### src/rtl/comb_mult_pkg.sv
// Shared definitions for the array multiplier: default operand width,
// product-width helper and the product word type at the default width.
// No logic, no latency, no backpressure: declarations only.
package comb_mult_pkg;

    localparam int DEFAULT_N = 8;

    // Product of two n-bit operands always fits in 2n bits.
    function automatic int prod_width(input int n);
        return 2 * n;
    endfunction

    typedef logic [2*DEFAULT_N-1:0] prod_t;

endpackage

### src/rtl/comb_mult_fa_cell.sv
// One-bit full adder, the building block of the multiplier array.
// Purely combinational, zero latency.
// No backpressure: always produces s/cout from the current a, b, cin.
//
// Ports: a, b, cin - addend bits; s - sum bit; cout - carry out.
module comb_mult_fa_cell
    import comb_mult_pkg::*;
(
    input  logic a,
    input  logic b,
    input  logic cin,
    output logic s,
    output logic cout
);

    assign s    = a ^ b ^ cin;
    assign cout = (a & b) | (cin & (a ^ b));

endmodule

### src/rtl/comb_multiplier.sv
// n x n array multiplier: AND partial products, n-1 carry-save full-adder
// rows and a ripple-carry row, registered into a 2n-bit product Q.
// Latency 1 cycle, one product per cycle; no handshake, Q holds while A/B hold.
//
// Ports: clock - rising-edge clock; reset - synchronous active-high, clears Q;
//        A, B - n-bit operands; Q - 2n-bit registered product
//        (Q[n-1:0] low half, Q[2n-1:n] high half).
// Build option: define COMBMULT_SIGNED_EN for two's-complement operands
// (Baugh-Wooley array); otherwise operands are unsigned.
module comb_multiplier
    import comb_mult_pkg::*;
#(
    parameter int n = DEFAULT_N
) (
    input  logic                     clock,
    input  logic                     reset,
    input  logic [n-1:0]             A,
    input  logic [n-1:0]             B,
    output logic [prod_width(n)-1:0] Q
);

    localparam int PW = prod_width(n);

`ifdef COMBMULT_SIGNED_EN
    // Baugh-Wooley: invert partial products where exactly one operand
    // index is the sign bit, and add constant 1s at weights n and 2n-1.
    localparam logic BW_EN = 1'b1;
`else
    localparam logic BW_EN = 1'b0;
`endif

    logic [n-1:0]  pp        [n];
    logic [n-1:0]  sum_row   [1:n-1];
    logic [n-1:0]  carry_row [1:n-1];
    logic [n-2:0]  rip_c;
    logic [PW-1:0] prod;

    // pp[i][j] has weight i+j.
    for (genvar i = 0; i < n; i++) begin : g_pp_row
        for (genvar j = 0; j < n; j++) begin : g_pp_col
            assign pp[i][j] = (A[j] & B[i]) ^ (BW_EN & ((i == n-1) != (j == n-1)));
        end
    end

    assign prod[0] = pp[0][0];

    // Carry-save rows. Cell (i,j) has weight i+j; it adds pp[i][j], the
    // previous row's sum from one column to the left, and the previous
    // row's carry from the same column. Each row retires one low bit.
    for (genvar i = 1; i < n; i++) begin : g_row
        for (genvar j = 0; j < n; j++) begin : g_cell
            logic b_in;
            logic c_in;

            if (j < n-1) begin : g_b_inner
                if (i == 1) begin : g_b_first
                    assign b_in = pp[0][j+1];
                end else begin : g_b_next
                    assign b_in = sum_row[i-1][j+1];
                end
            end else begin : g_b_msb
                // Row 1, leftmost cell sits at weight n: Baugh-Wooley constant.
                assign b_in = (i == 1) ? BW_EN : 1'b0;
            end

            if (i == 1) begin : g_c_first
                assign c_in = 1'b0;
            end else begin : g_c_next
                assign c_in = carry_row[i-1][j];
            end

            comb_mult_fa_cell u_fa (
                .a    (pp[i][j]),
                .b    (b_in),
                .cin  (c_in),
                .s    (sum_row[i][j]),
                .cout (carry_row[i][j])
            );
        end

        assign prod[i] = sum_row[i][0];
    end

    // Ripple row merges the last row's sums and carries into the upper bits.
    for (genvar k = 0; k < n-1; k++) begin : g_rip
        logic cin_k;

        if (k == 0) begin : g_rc_first
            assign cin_k = 1'b0;
        end else begin : g_rc_next
            assign cin_k = rip_c[k-1];
        end

        comb_mult_fa_cell u_fa (
            .a    (sum_row[n-1][k+1]),
            .b    (carry_row[n-1][k]),
            .cin  (cin_k),
            .s    (prod[n+k]),
            .cout (rip_c[k])
        );
    end

    // Top bit: the carry out of bit 2n-1 is beyond the product width, so
    // only the sum is formed (plus the Baugh-Wooley constant at 2n-1).
    assign prod[PW-1] = BW_EN ^ carry_row[n-1][n-1] ^ rip_c[n-2];

    always_ff @(posedge clock) begin
        if (reset) begin
            Q <= '0;
        end else begin
            Q <= prod;
        end
    end

endmodule

### config.mk
export PLATFORM = sky130hd
export DESIGN_NAME = comb_multiplier
export DESIGN_NICKNAME = d
export VERILOG_FILES = /design/src/rtl/comb_mult_pkg.sv /design/src/rtl/comb_mult_fa_cell.sv /design/src/rtl/comb_multiplier.sv
export SDC_FILE = /design/constraint.sdc
export NUM_CORES = 1
export LEC_CHECK = 0
export ABC_CLOCK_PERIOD_IN_PS = 8800
export BUFFER_PORTS_ARGS = -buffer_cell sky130_fd_sc_hd__buf_2
export CAP_MARGIN = 20
export CORE_UTILIZATION = 27
export DETAILED_ROUTE_END_ITERATION = 8
export SLEW_MARGIN = 20
export SYNTH_ARGS = -nofsm -noshare
export SYNTH_HDL_FRONTEND = slang
export SYNTH_SLANG_ARGS = --single-unit
### constraint.sdc
create_clock -name clock -period 8.8 [get_ports clock]
set_clock_uncertainty 0.05 [all_clocks]
set_input_delay 0.44 -clock clock [delete_from_list [all_inputs] [get_ports clock]]
set_output_delay 0.44 -clock clock [all_outputs]
set_load 0.05 [all_outputs]
==> results of run 1 <==
metal layers:
layer / part of all wire [%] / wire length [µm] / vias to the layer above
met5: 0 / 0 / -
met4: 0.68 / 21 / 0
met3: 3.9 / 122 / 4
met2: 49 / 1530 / 24
met1: 46 / 1440 / 620
li1: - / - / 589
worst max path at each step:
stage | cells after the start | to | from | slack, ns
after floorplan | 18 | Q[14]$_SDFF_PP0_ | B[0] | 2.05
after global placement | 19 | Q[14]$_SDFF_PP0_ | B[0] | 1.79
after detailed placement | 19 | Q[14]$_SDFF_PP0_ | B[1] | 1.70
after CTS | 19 | Q[14]$_SDFF_PP0_ | B[1] | 1.95
after global routing | 19 | Q[14]$_SDFF_PP0_ | B[0] | 1.74
final | 19 | Q[14]$_SDFF_PP0_ | B[0] | 2.00
cell usage after synthesis, drive strengths merged:
cell type	count
fa	48
ha	8
nand2	33
inv	27
nor2b	5
and2	30
buf	2
and3b	1
and2b	5
dfxtp	16
nor2	5
logic make-up after synthesis:
logic type | synth area share [%]
simple gates | 22.2
fa+ha+maj | 55.1
buf+inv | 6.10
flops | 16.6
per-stage QoR:
stage	util (%)	cells	hold slack [ns]	power, mW	cell area, µm²
final	32.7	310	0.492	0.488	2240
after CTS	32.7	310	0.493	0.502	2240
after global placement	32.1	307	0.757	0.443	2200
after floorplan	-	180	0.567	0.375	1930
after detailed placement	32.1	307	0.752	0.448	2200
after global routing	32.7	310	0.513	0.555	2240
layout make-up:
class | count | area, µm² | area share (%)
Inverter | 27 | 101 | 4.53
Timing Repair Buffer | 33 | 165 | 7.38
Clock buffer | 3 | 41.3 | 1.85
Multi-Input combinational cell | 135 | 1490 | 66.6
Sequential cell | 16 | 320 | 14.3
Tap cell | 96 | 120 | 5.37
power by group:
part	total [mW]	leakage [nW]	internal, mW	switching (mW)
logic	0.335	0.898	0.135	0.200
registers	0.100	0.133	0.0961	0.00407
clock network	0.0529	0.0216	0.0303	0.0226
==> flow_summary.ini, run 1 <==
[outcome]
outcome = completed

[yosys]
netlist_top_cells_area = fa_1, dfxtp_1, and2_1
synth_cell_type_count = 12
synth_seq_cells = 16
syn-cell-area_um2 = 1930
netlist.area_leader.share_pct = 49.9
yosysSeqAreaShare_pct = 16.6
ys_warn_count = 0
synth.avg_cell_area_um2 = 10.7
synthCells = 180
synth_top_area_cell = fa_1
syn_nets = 254

[critical_path]
required_ns = 8.89
crit_fanout = 8
slowest_delay_ns = 0.54
path_common_cell = fa_1
cp.arrival_ns = 6.89
crit_path_top_delay_cell = fa_1
crit_path_start_kind = primary input
critical_path_class = in2reg
end_kind = register
critPathBufInv = 3
critPathTopFamily = adder cells
path_cells = buf_2, and2_1, ha_1, inv_1, fa_1, fa_1, fa_1, fa_1, fa_1, inv_1, fa_1, ha_1, fa_1, fa_1, fa_1, fa_1, fa_1, fa_1, and2b_2

[clock_tree]
clockBufferDepth = 2
clk_pin_slew_worst_paths_ns = 0.06
cts_setup_buffers = 0
h-tree-depth = 1
cts_tree = done
cts_hold_buffers = 0
cts_resized = 0
cts-root-buf = clkbuf_8
numCtsBuffers = 3
cts_sinks = 16

[global_routing]
antenna_found_initial = 0
grt_pass1_vias = 1290
grt.busiest_layer = met2
grt_pass1_wl_um = 5730
met2_usage_pct = 16.5
grt_util_met3_pct = 2.38
track_usage_pct = 9.66
grt_start_max_net_pins = 17
grt_use_met1_pct = 12.4
grt_overflow_total = 0

[power_and_ir_drop]
p_leak_nw = 1.05
p_per_area_nw_per_um2 = 218
ir_worst_vdd_mv = 0.0741

[timing]
slew_violations = 0
setup_viol = 0
setup_tns_ns = 0
fin_crit_ns = 6.80
slew_headroom_pct = 79.6
rsz0062_at_grt = false
fin_crit_sh_pct = 77.3
clock.fmax_ghz = 0.147
hold_viol = 0
setup_slack_ns = 2.00
worst_slew_pin_slew_ns = 0.306

[floorplan]
fp.dieH_um = 86.5
die_area_um2 = 7480
core-area_um2 = 6830
num_rows = 30
start_util_pct = 28.2
io_pins = 34
die_w_um = 86.5

[routing]
dr.pass1.iters = 2
drc_errors = 0
routed_wl_um = 3110
ant_nets = 0
drt-vias-per-instance = 3.99
drt-initial-drc-count = 14
wl_per_cell_um = 10.0
vias = 1237

[layout]
antenna_cells = 0
drive_gt1_share_pct = 22.0
regMostFlops = Q
area_growth_pct = 16.1
layout_commonest_cell = fa_1
nFillCells = 727
final_cell_mix = fa_1, nand2_1, buf_2
largest_reg_flops = 16
final_nets = 290
reg.largest.list = Q x16

[placement]
dp_slack_ns = 1.70
hpwl_um = 2870
portBuffers = 33
gp_congestion = 0.730

[min_path]
worstHoldPathType = in2reg
min_to = Q[2]$_SDFF_PP0_
min_from = reset
hold_depth = 2

[flow_run]
cap_violations = 0
No activity file was read; power rests on OpenSTA's default activity.
==> run 2: changes to the inputs <==
Settings changed: ABC_CLOCK_PERIOD_IN_PS 8800 to 6400.
Clock period 8.8 ns to 6.4 ns, I/O delays scaled along.
==> flow_summary.ini, run 2 (synthesis results as in run 1) <==
[floorplan]
io_pins = 34
fp.dieH_um = 86.5
core-area_um2 = 6830
die_w_um = 86.5
num_rows = 30
die_area_um2 = 7480
start_util_pct = 28.2

[routing]
ant_nets = 0
drc_errors = 0
routed_wl_um = 3020
drt-vias-per-instance = 4.00
dr.pass1.iters = 4
drt-initial-drc-count = 18
vias = 1260
wl_per_cell_um = 9.59

[global_routing]
grt_pass1_wl_um = 5070
grt_pass1_vias = 1226
track_usage_pct = 8.54
grt_overflow_total = 0
antenna_found_initial = 0
grt_start_max_net_pins = 17

[timing]
setup_viol = 0
slew_headroom_pct = 79.8
setup_slack_ns = 0.0939
fin_crit_sh_pct = 98.5
slew_violations = 0
holdWs_ns = 0.318
fin_crit_ns = 6.31
hold_viol = 0
worst_slew_pin_slew_ns = 0.304
setup_tns_ns = 0
clock.fmax_ghz = 0.159
rsz0062_at_grt = true

[clock_tree]
numCtsBuffers = 3
cts_sinks = 16
cts_hold_buffers = 0
clk_pin_slew_worst_paths_ns = 0.06
h-tree-depth = 1
cts-root-buf = clkbuf_8
clockBufferDepth = 2
cts_tree = done

[critical_path]
critical_path_class = in2reg
crit_fanout = 4
cp.arrival_ns = 6.39
setup.worst_path.start = A[6]
crit_path_start_kind = primary input
required_ns = 6.49
end_kind = register

[power_and_ir_drop]
ir_worst_vdd_mv = 0.0989
p_leak_nw = 1.07
total_power_mw = 0.700
p_per_area_nw_per_um2 = 296

[layout]
area_growth_pct = 22.7
drive_gt1_share_pct = 32.4
final_nets = 295
finalCoreUtilization_pct = 34.6
regMostFlops = Q
reg.largest.list = Q x16
largest_reg_flops = 16
antenna_cells = 0
final_cell_mix = fa_1, nand2_1, buf_2
layout_commonest_cell = fa_1

[placement]
dp_slack_ns = -0.286
gp_congestion = 0.775
portBuffers = 33
hpwl_um = 2790

[outcome]
outcome = completed

[min_path]
worstHoldPathType = in2reg
min_from = B[0]

[flow_run]
cap_violations = 0
[run 2: changes by cell type in the layout (fill, tap and decap cells not counted), moves of 3 or more]
cell and change:
buf_2 -4, buf_4 +5, buf_6 +3, fa_1 -12
fa_2 +12, inv_1 -3, inv_2 +3
[run 2: critical path: stages]
cell,delay (ns)
buf_8,0.10
and2_4,0.15
ha_4,0.25
inv_2,0.03
fa_2,0.53
fa_2,0.44
fa_2,0.54
fa_2,0.44
fa_1,0.51
inv_1,0.05
fa_2,0.35
ha_4,0.18
fa_2,0.39
fa_2,0.37
fa_2,0.38
fa_2,0.37
fa_2,0.37
fa_2,0.43
and2b_2,0.19
[run 2: cell type report]
class	count	area, µm²
flip-flops and latches	16	320
well taps	96	120
fillers	726	4470
clock buffers	3	41.3
inverters	27	101
repair buffers	38	231
multi-input cells	135	1550
[run 2: worst paths after layout]
kind,end,cells after the start
min,Q[0]$_SDFF_PP0_,2
max,Q[14]$_SDFF_PP0_,19
[run 2: where the power goes]
part | internal (mW) | leakage, nW | switching [mW] | total [mW]
registers | 0.132 | 0.133 | 0.00514 | 0.137
logic | 0.206 | 0.919 | 0.285 | 0.491
clock network | 0.0416 | 0.0216 | 0.0297 | 0.0713
[run 2: what timing repair did]
item | 4_1_cts | 5_1_grt
pin swaps | 4 | 22
gates resized for setup | 3 | 20
setup buffers | 0 | 0
setup endpoints to repair | 1 | 2
[run 2: layer usage]
metal  routed length (µm)  vias to the layer above  track usage, %
met5                    0                        -               0
met4                    8                        0            1.82
met3                  140                        2            2.29
met2                 1500                       22            14.9
met1                 1370                      635            10.6
li1                     -                      601               -
[run 2: per-stage QoR]
| step | instance area, µm² | cells |
|---|---|---|
| floorplan | 1940 | 180 |
| global placement | 2250 | 312 |
| detailed placement | 2250 | 312 |
| CTS | 2290 | 315 |
| global route | 2360 | 315 |
| finish | 2360 | 315 |
